`config.mk`:
```
export PLATFORM = sky130hd
export DESIGN_NAME = muldiv_seq_flat
export DESIGN_NICKNAME = d
export VERILOG_FILES = /design/src/rtl/muldiv_pkg.sv /design/src/rtl/muldiv_seq_if.sv /design/src/rtl/muldiv_step.sv /design/src/rtl/muldiv_seq.sv /design/src/flat_wrapper.sv
export SDC_FILE = /design/constraint.sdc
export NUM_CORES = 1
export LEC_CHECK = 0
export ABC_AREA = 1
export CAP_MARGIN = 20
export CORE_ASPECT_RATIO = 0.8
export CORE_MARGIN = 2
export CORE_UTILIZATION = 49
export DETAILED_ROUTE_END_ITERATION = 7
export MAX_ROUTING_LAYER = met4
export PLACE_DENSITY_LB_ADDON = 0.1
export SLEW_MARGIN = 20
export SYNTH_ARGS = -nofsm -noshare
export SYNTH_HDL_FRONTEND = slang
export SYNTH_SLANG_ARGS = --single-unit
```
`constraint.sdc`:
```
create_clock -name clk -period 2.1 [get_ports clk]
set_input_delay 0.525 -clock clk [delete_from_list [all_inputs] [get_ports clk]]
set_output_delay 0.525 -clock clk [all_outputs]
set_load 0.005 [all_outputs]
```
`src/rtl/muldiv_pkg.sv`:
```
// rtl/muldiv_pkg.sv - shared state encoding, op codes and default width for the mul/div sequencer
package muldiv_pkg;

    localparam int DEF_WIDTH = 32;

    typedef enum logic [1:0] {
        IDLE = 2'd0,
        RUN  = 2'd1,
        DONE = 2'd2
    } state_t;

    localparam logic OP_MULTU = 1'b0;
    localparam logic OP_DIVU  = 1'b1;

endpackage

```
`src/rtl/muldiv_seq_if.sv`:
```
// rtl/muldiv_seq_if.sv - EX-stage issue/result bundle between the pipeline and the HI/LO sequencer
interface muldiv_seq_if #(parameter int WIDTH = muldiv_pkg::DEF_WIDTH);

    logic             start;
    logic             op;
    logic [WIDTH-1:0] src_a;
    logic [WIDTH-1:0] src_b;
    logic             mf_req;
    logic             busy;
    logic             done;
    logic             stall;
    logic [WIDTH-1:0] hi_out;
    logic [WIDTH-1:0] lo_out;

    modport master (
        output start, op, src_a, src_b, mf_req,
        input  busy, done, stall, hi_out, lo_out
    );

    modport slave (
        input  start, op, src_a, src_b, mf_req,
        output busy, done, stall, hi_out, lo_out
    );

endinterface

```
`src/rtl/muldiv_step.sv`:
```
// rtl/muldiv_step.sv - one shift-add (MULTU) or restoring subtract-shift (DIVU, MULDIV_SEQ_DIVU_EN) iteration
module muldiv_step
    import muldiv_pkg::*;
#(
    parameter int WIDTH = DEF_WIDTH
) (
`ifdef MULDIV_SEQ_DIVU_EN
    input  logic               i_op,
`endif
    input  logic [2*WIDTH-1:0] i_work,
    input  logic [WIDTH-1:0]   i_opnd,
    output logic [2*WIDTH-1:0] o_work
);

    logic [WIDTH:0]       w_sum;
    logic [2*WIDTH-1:0]   w_mul_next;

    // The carry out of the upper-half add becomes the new MSB after the shift.
    assign w_sum      = {1'b0, i_work[2*WIDTH-1:WIDTH]} + (i_work[0] ? {1'b0, i_opnd} : '0);
    assign w_mul_next = {w_sum, i_work[WIDTH-1:1]};

`ifdef MULDIV_SEQ_DIVU_EN
    logic [WIDTH:0]       w_rem_sh;
    logic [WIDTH-1:0]     w_diff;
    logic                 w_fits;
    logic [2*WIDTH-1:0]   w_div_next;

    // Shifted remainder needs one extra bit; when it overflows WIDTH the subtract always fits.
    assign w_rem_sh = i_work[2*WIDTH-1:WIDTH-1];
    assign w_fits   = (w_rem_sh >= {1'b0, i_opnd});
    assign w_diff   = w_rem_sh[WIDTH-1:0] - i_opnd;

    always_comb begin
        w_div_next = {w_rem_sh[WIDTH-1:0], i_work[WIDTH-2:0], 1'b0};
        if (w_fits) begin
            w_div_next = {w_diff, i_work[WIDTH-2:0], 1'b1};
        end
    end

    assign o_work = (i_op == OP_DIVU) ? w_div_next : w_mul_next;
`else
    assign o_work = w_mul_next;
`endif

endmodule

```
`src/rtl/muldiv_seq.sv`:
```
// rtl/muldiv_seq.sv - multi-cycle unsigned MULTU (and DIVU with MULDIV_SEQ_DIVU_EN) sequencer owning HI/LO
module muldiv_seq
    import muldiv_pkg::*;
#(
    parameter int WIDTH = DEF_WIDTH
) (
    input  logic         clk,
    input  logic         reset,
    muldiv_seq_if.slave  bus
);

    localparam int             CW   = (WIDTH > 1) ? $clog2(WIDTH) : 1;
    localparam logic [CW-1:0]  LAST = CW'(WIDTH - 1);

    state_t               r_state;
    state_t               w_next;
    logic [CW-1:0]        r_cnt;
    logic [2*WIDTH-1:0]   r_work;
    logic [2*WIDTH-1:0]   w_step;
    logic [WIDTH-1:0]     r_opnd;
    logic [WIDTH-1:0]     r_hi;
    logic [WIDTH-1:0]     r_lo;
    logic                 w_op_ok;
    logic                 w_accept;
    logic                 w_last;
    logic                 w_busy;
    logic [2*WIDTH-1:0]   w_init_work;
    logic [WIDTH-1:0]     w_init_opnd;

`ifdef MULDIV_SEQ_DIVU_EN
    logic                 r_op;

    assign w_op_ok     = 1'b1;
    assign w_init_work = (bus.op == OP_DIVU) ? {{WIDTH{1'b0}}, bus.src_a} : {{WIDTH{1'b0}}, bus.src_b};
    assign w_init_opnd = (bus.op == OP_DIVU) ? bus.src_b : bus.src_a;
`else
    assign w_op_ok     = (bus.op == OP_MULTU);
    assign w_init_work = {{WIDTH{1'b0}}, bus.src_b};
    assign w_init_opnd = bus.src_a;
`endif

    // A start during RUN is dropped here; the pipeline replays it after the stall.
    assign w_accept = bus.start & w_op_ok & ((r_state == IDLE) | (r_state == DONE));
    assign w_last   = (r_cnt == LAST);
    assign w_busy   = (r_state == RUN);

    always_ff @(posedge clk) begin
        if (reset) begin
            r_state <= IDLE;
        end else begin
            r_state <= w_next;
        end
    end

    always_comb begin
        w_next = r_state;
        case (r_state)
            IDLE, DONE: w_next = w_accept ? RUN : IDLE;
            RUN:        if (w_last) w_next = DONE;
            default:    w_next = IDLE;
        endcase
    end

    muldiv_step #(.WIDTH(WIDTH)) u_step (
`ifdef MULDIV_SEQ_DIVU_EN
        .i_op   (r_op),
`endif
        .i_work (r_work),
        .i_opnd (r_opnd),
        .o_work (w_step)
    );

    always_ff @(posedge clk) begin
        if (reset) begin
            r_cnt  <= '0;
            r_work <= '0;
            r_opnd <= '0;
            r_hi   <= '0;
            r_lo   <= '0;
`ifdef MULDIV_SEQ_DIVU_EN
            r_op   <= OP_MULTU;
`endif
        end else if (w_accept) begin
            r_cnt  <= '0;
            r_work <= w_init_work;
            r_opnd <= w_init_opnd;
`ifdef MULDIV_SEQ_DIVU_EN
            r_op   <= bus.op;
`endif
        end else if (w_busy) begin
            r_cnt  <= r_cnt + 1'b1;
            r_work <= w_step;
            // Commit on the final iteration edge so HI/LO are fresh in the DONE cycle.
            if (w_last) begin
                r_hi <= w_step[2*WIDTH-1:WIDTH];
                r_lo <= w_step[WIDTH-1:0];
            end
        end
    end

    assign bus.busy   = w_busy;
    assign bus.done   = (r_state == DONE);
    assign bus.stall  = w_busy & (bus.start | bus.mf_req);
    assign bus.hi_out = r_hi;
    assign bus.lo_out = r_lo;

endmodule

```
`src/flat_wrapper.sv`:
```
// flat-port wrapper written by rule: the top's interface ports become plain ports
module muldiv_seq_flat import muldiv_pkg::*;
#(
    parameter int WIDTH = DEF_WIDTH
)
  (clk, reset, bus_start, bus_op, bus_src_a, bus_src_b, bus_mf_req, bus_busy, bus_done, bus_stall, bus_hi_out, bus_lo_out);
  muldiv_seq_if #(.WIDTH(WIDTH)) bus_i ();
  input  logic clk;
  input  logic reset;
  input wire logic [$bits(bus_i.start)-1:0] bus_start;
  input wire logic [$bits(bus_i.op)-1:0] bus_op;
  input wire logic [$bits(bus_i.src_a)-1:0] bus_src_a;
  input wire logic [$bits(bus_i.src_b)-1:0] bus_src_b;
  input wire logic [$bits(bus_i.mf_req)-1:0] bus_mf_req;
  output wire logic [$bits(bus_i.busy)-1:0] bus_busy;
  output wire logic [$bits(bus_i.done)-1:0] bus_done;
  output wire logic [$bits(bus_i.stall)-1:0] bus_stall;
  output wire logic [$bits(bus_i.hi_out)-1:0] bus_hi_out;
  output wire logic [$bits(bus_i.lo_out)-1:0] bus_lo_out;
  assign bus_i.start = bus_start;
  assign bus_i.op = bus_op;
  assign bus_i.src_a = bus_src_a;
  assign bus_i.src_b = bus_src_b;
  assign bus_i.mf_req = bus_mf_req;
  assign bus_busy = bus_i.busy;
  assign bus_done = bus_i.done;
  assign bus_stall = bus_i.stall;
  assign bus_hi_out = bus_i.hi_out;
  assign bus_lo_out = bus_i.lo_out;
  muldiv_seq #(.WIDTH(WIDTH)) u_core (.clk(clk), .reset(reset), .bus(bus_i));
endmodule
```
==> flow_summary_export.csv <==
group,metric,value,unit
critical_path,cp.arrival,2.46,ns
critical_path,worst_setup_path_end_kind,"flip-flop",
floorplanning,core_area,18000,um2
sta,hold_ws,0.380,ns
routing,ant_nets,0,
global_routing,grt_antenna_before_repair,0,
global_routing,track_usage,27.8,%
floorplanning,io_pins,136,
routing,dr.first_iter.drc_count,575,
pwr,power.share.clock,43.4,%
critical_path,required,2.44,ns
run_status,violations,"negative setup slack",
global_routing,grt_remaining_overflow,0,
logic_synthesis,syn_inst,1404,
run_status,status,"finished, violations left",
pwr,p_per_area,599,nW/um2
cts,clk_path_buf_depth,2,
pwr,p_int,5.26,mW
pwr,ir_drop,0.433,mV
sta,min_period,2.12,ns
floorplanning,rows,44,
routing,totalWireLength,26200,um
logic_synthesis,synth-warning-count,0,
critical_path,r2r_setup_slack,-0.02,ns
sta,worst_pin_slew,0.461,ns
finish,fin_nets,1682,
cts,htree_num_levels,4,
sta,worst_clock_skew,0.0128,ns
logic_synthesis,syn_avg_cell_area,6.35,um2
cts,clk_pin_slew,0.08,ns
placement,io_buffers,135,
routing,wl_per_cell,14.4,um
global_routing,grt_pass1_vias,8522,
sta,setup_ws,-0.0198,ns
global_routing,grt_max_degree,88,
floorplanning,die-area,19300,um2
cts,cts_buffers,17,
cts,cts_sinks,167,
pwr,power_frac_seq,45.6,%
sta,max_freq,472,MHz
floorplanning,die_y,125,um
pwr,comb_power_share,11.0,%
pwr,power.switching,2.08,mW
sta,hold_viol_final,0,
logic_synthesis,syn_area,8920,um2
finish,fillers,1589,
flow_run,cap_violations,0,
critical_path,path_class,"reg2reg",
finish,multiInputGateArea,5180,um2
logic_synthesis,syn-num-nets,1508,
cts,cts_tree,"built",
pwr,p_total,7.34,mW
floorplanning,dieWidth,155,um
finish,drive_gt1_share,15.7,%
routing,vias_per_cell,4.94,
placement,dp_hpwl,18300,um
routing,num_vias,9002,
cts,cts-root-buf,"clkbuf_16",
routing,dr.pass1.iters,5,
logic_synthesis,ys_seq_elements,167,
logic_synthesis,ys_types,33,
global_routing,grt_pass1_wl,42100,um
cts,clock_latency,0.43,ns
sta,report.final.slew_viol_count,0,
routing,drc_errors,0,
worst_hold_path,min_path_type,"in2reg",
logic_synthesis,seq_area_frac_synth,37.5,%
floorplanning,start_util,49.5,%
finish,n_antenna_cell,0,
sta,rsz0062_at_grt,"true",
sta,relSlewSlack,69.3,%
pwr,cellLeakagePower,6.05,nW
sta,setup_violations,3,
placement,gp_congestion,1.00,
sta,period_share,101,%
critical_path,path_max_fanout,19,
pwr,power.share.switching,28.4,%
critical_path,critPathLaunchType,"flip-flop",
finish,areaGrowthSynthToFinish,37.5,%
finish,ff_latch_area,3340,um2
==> metrics by stage <==
step / util, % / cells / worst slack (ns) / cell area, um2 / setup TNS [ns]
final: 68.1 / 1821 / -0.0198 / 12300 / -0.0465
after global routing: 68.1 / 1821 / -0.166 / 12300 / -3.86
after CTS: 65.3 / 1819 / -0.0120 / 11700 / -0.0253
after detailed placement: 60.9 / 1787 / -0.142 / 11000 / -1.95
after global placement: 60.9 / 1787 / -0.0928 / 11000 / -0.927
after floorplan: - / 1404 / 0.00811 / 8930 / 0
==> cell usage in the layout (no fill, tap or decap), types with 5 or more instances in the layout <==
cell / n
o21a_1: 16
buf_4: 64
clkbuf_16: 17
a21oi_2: 10
xor2_1: 11
nand2_1: 487
a21o_1: 5
inv_2: 11
o21ai_1: 13
buf_12: 7
nand2_2: 43
nor2_4: 11
buf_6: 5
nand3_1: 93
inv_1: 206
nor2_1: 84
inv_8: 5
o21ai_0: 14
clkinv_8: 5
nand3_2: 10
a31oi_1: 30
nand2_4: 7
ha_4: 19
clkdlybuf4s50_1: 133
ha_1: 12
a21oi_1: 48
nor2_2: 13
dfxtp_1: 166
==> worst paths after layout <==
path,start,cells past startpoint,end
hold reg to reg,u_core.r_work[20],2,u_core.bus.lo_out[19]
setup reg to reg,u_core.r_work[0],13,u_core.bus.hi_out[10]
hold / removal,reset,2,u_core.r_state[1]
setup / recovery,u_core.r_work[0],13,u_core.bus.hi_out[10]
==> worst max-delay path: stages, from the launching register on <==
cell      delay (ns)
dfxtp_2         0.36
buf_12          0.16
nand2_1         0.07
inv_2           0.06
ha_4            0.21
nand2_1         0.06
nand2_1         0.09
inv_1           0.09
nand2_1         0.06
nand3b_1        0.31
buf_6           0.22
xnor2_4         0.16
a21o_1          0.13
inv_1           0.04
==> cell usage after synthesis <==
| library cell | number | area, um2 |
|---|---|---|
| a31oi_1 | 30 | 188 |
| nand4_1 | 4 | 25.0 |
| clkbuf_1 | 27 | 101 |
| xor2_1 | 12 | 105 |
| ha_1 | 34 | 425 |
| nor2_4 | 3 | 33.8 |
| o21a_1 | 16 | 120 |
| nand2_2 | 6 | 37.5 |
| nor2_2 | 4 | 25.0 |
| o21ai_1 | 7 | 35.0 |
| fa_1 | 1 | 20.0 |
| a21o_1 | 5 | 37.5 |
| a21oi_2 | 1 | 8.76 |
| buf_1 | 9 | 33.8 |
| a221oi_1 | 1 | 8.76 |
| o211ai_1 | 4 | 30.0 |
| and2_1 | 3 | 18.8 |
| dfxtp_1 | 167 | 3340 |
| nor2_1 | 101 | 379 |
| a22oi_1 | 1 | 7.51 |
| nand3_1 | 106 | 531 |
| o21ai_0 | 20 | 100 |
| and3_1 | 1 | 6.26 |
| o21bai_1 | 3 | 22.5 |
| xnor2_1 | 3 | 26.3 |
| buf_2 | 20 | 100 |
| nor3_2 | 1 | 10.0 |
| nand2_1 | 531 | 1990 |
| inv_2 | 7 | 26.3 |
| nand3b_1 | 1 | 7.51 |
| nor3_1 | 4 | 20.0 |
| inv_1 | 212 | 796 |
| a21oi_1 | 59 | 295 |
==> cells by family after synthesis <==
| group | Yosys count | share of synthesized area, % |
|---|---|---|
| AOI/OAI and AO/OA | 147 | 9.57 |
| and+or+nand+nor | 765 | 34.6 |
| buffers and inverters | 275 | 11.9 |
| xor gates and xnor gates | 15 | 1.47 |
| DFF | 167 | 37.5 |
| adders and majority gates | 35 | 5.00 |
==> sequential cells by signal (all words and copies together) (netlist names) <==
register           count
u_core.r_state         2
u_core.bus.lo_out     32
u_core.bus.hi_out     32
u_core.r_cnt           5
u_core.r_opnd         32
u_core.r_work         64
==> power groups by stage <==
stage / Clock, mW / Sequential [mW] / Combinational, mW
2_1_floorplan: 0 / 3.39 / 0.411
3_3_place_gp: 0 / 3.41 / 0.738
3_5_place_dp: 0 / 3.41 / 0.744
4_1_cts: 3.22 / 3.34 / 0.762
5_1_grt: 3.37 / 3.36 / 0.893
6_report: 3.19 / 3.35 / 0.810
==> cell type report <==
type                       instances  area share [%]
clock buffer                      17            3.47
timing repair buffer             211            16.5
inverter                         219            6.74
tap                              230            2.35
sequential                       167            27.3
clock inverter                    15            1.45
multi-input combinational        962            42.2
==> routing by layer <==
layer	wire length [um]	global-route usage, %	up-vias	share of wire, %
met5	0	-	-	0
met4	395	6.92	0	1.5
met3	1230	4.38	32	4.7
met2	11700	43.0	226	45
met1	12800	38.1	4062	49
li1	-	-	4682	-
==> repair_timing <==
item | 4_1_cts | 5_1_grt
buffers inserted | 0 | 2
hold endpoints to repair | 0 | 0
resized for setup | 42 | 114
pin swaps | 7 | 11
endpoints found under the setup margin | 46 | 75
hold buffers | 0 | 0
Power figures use the tool's default switching activity.
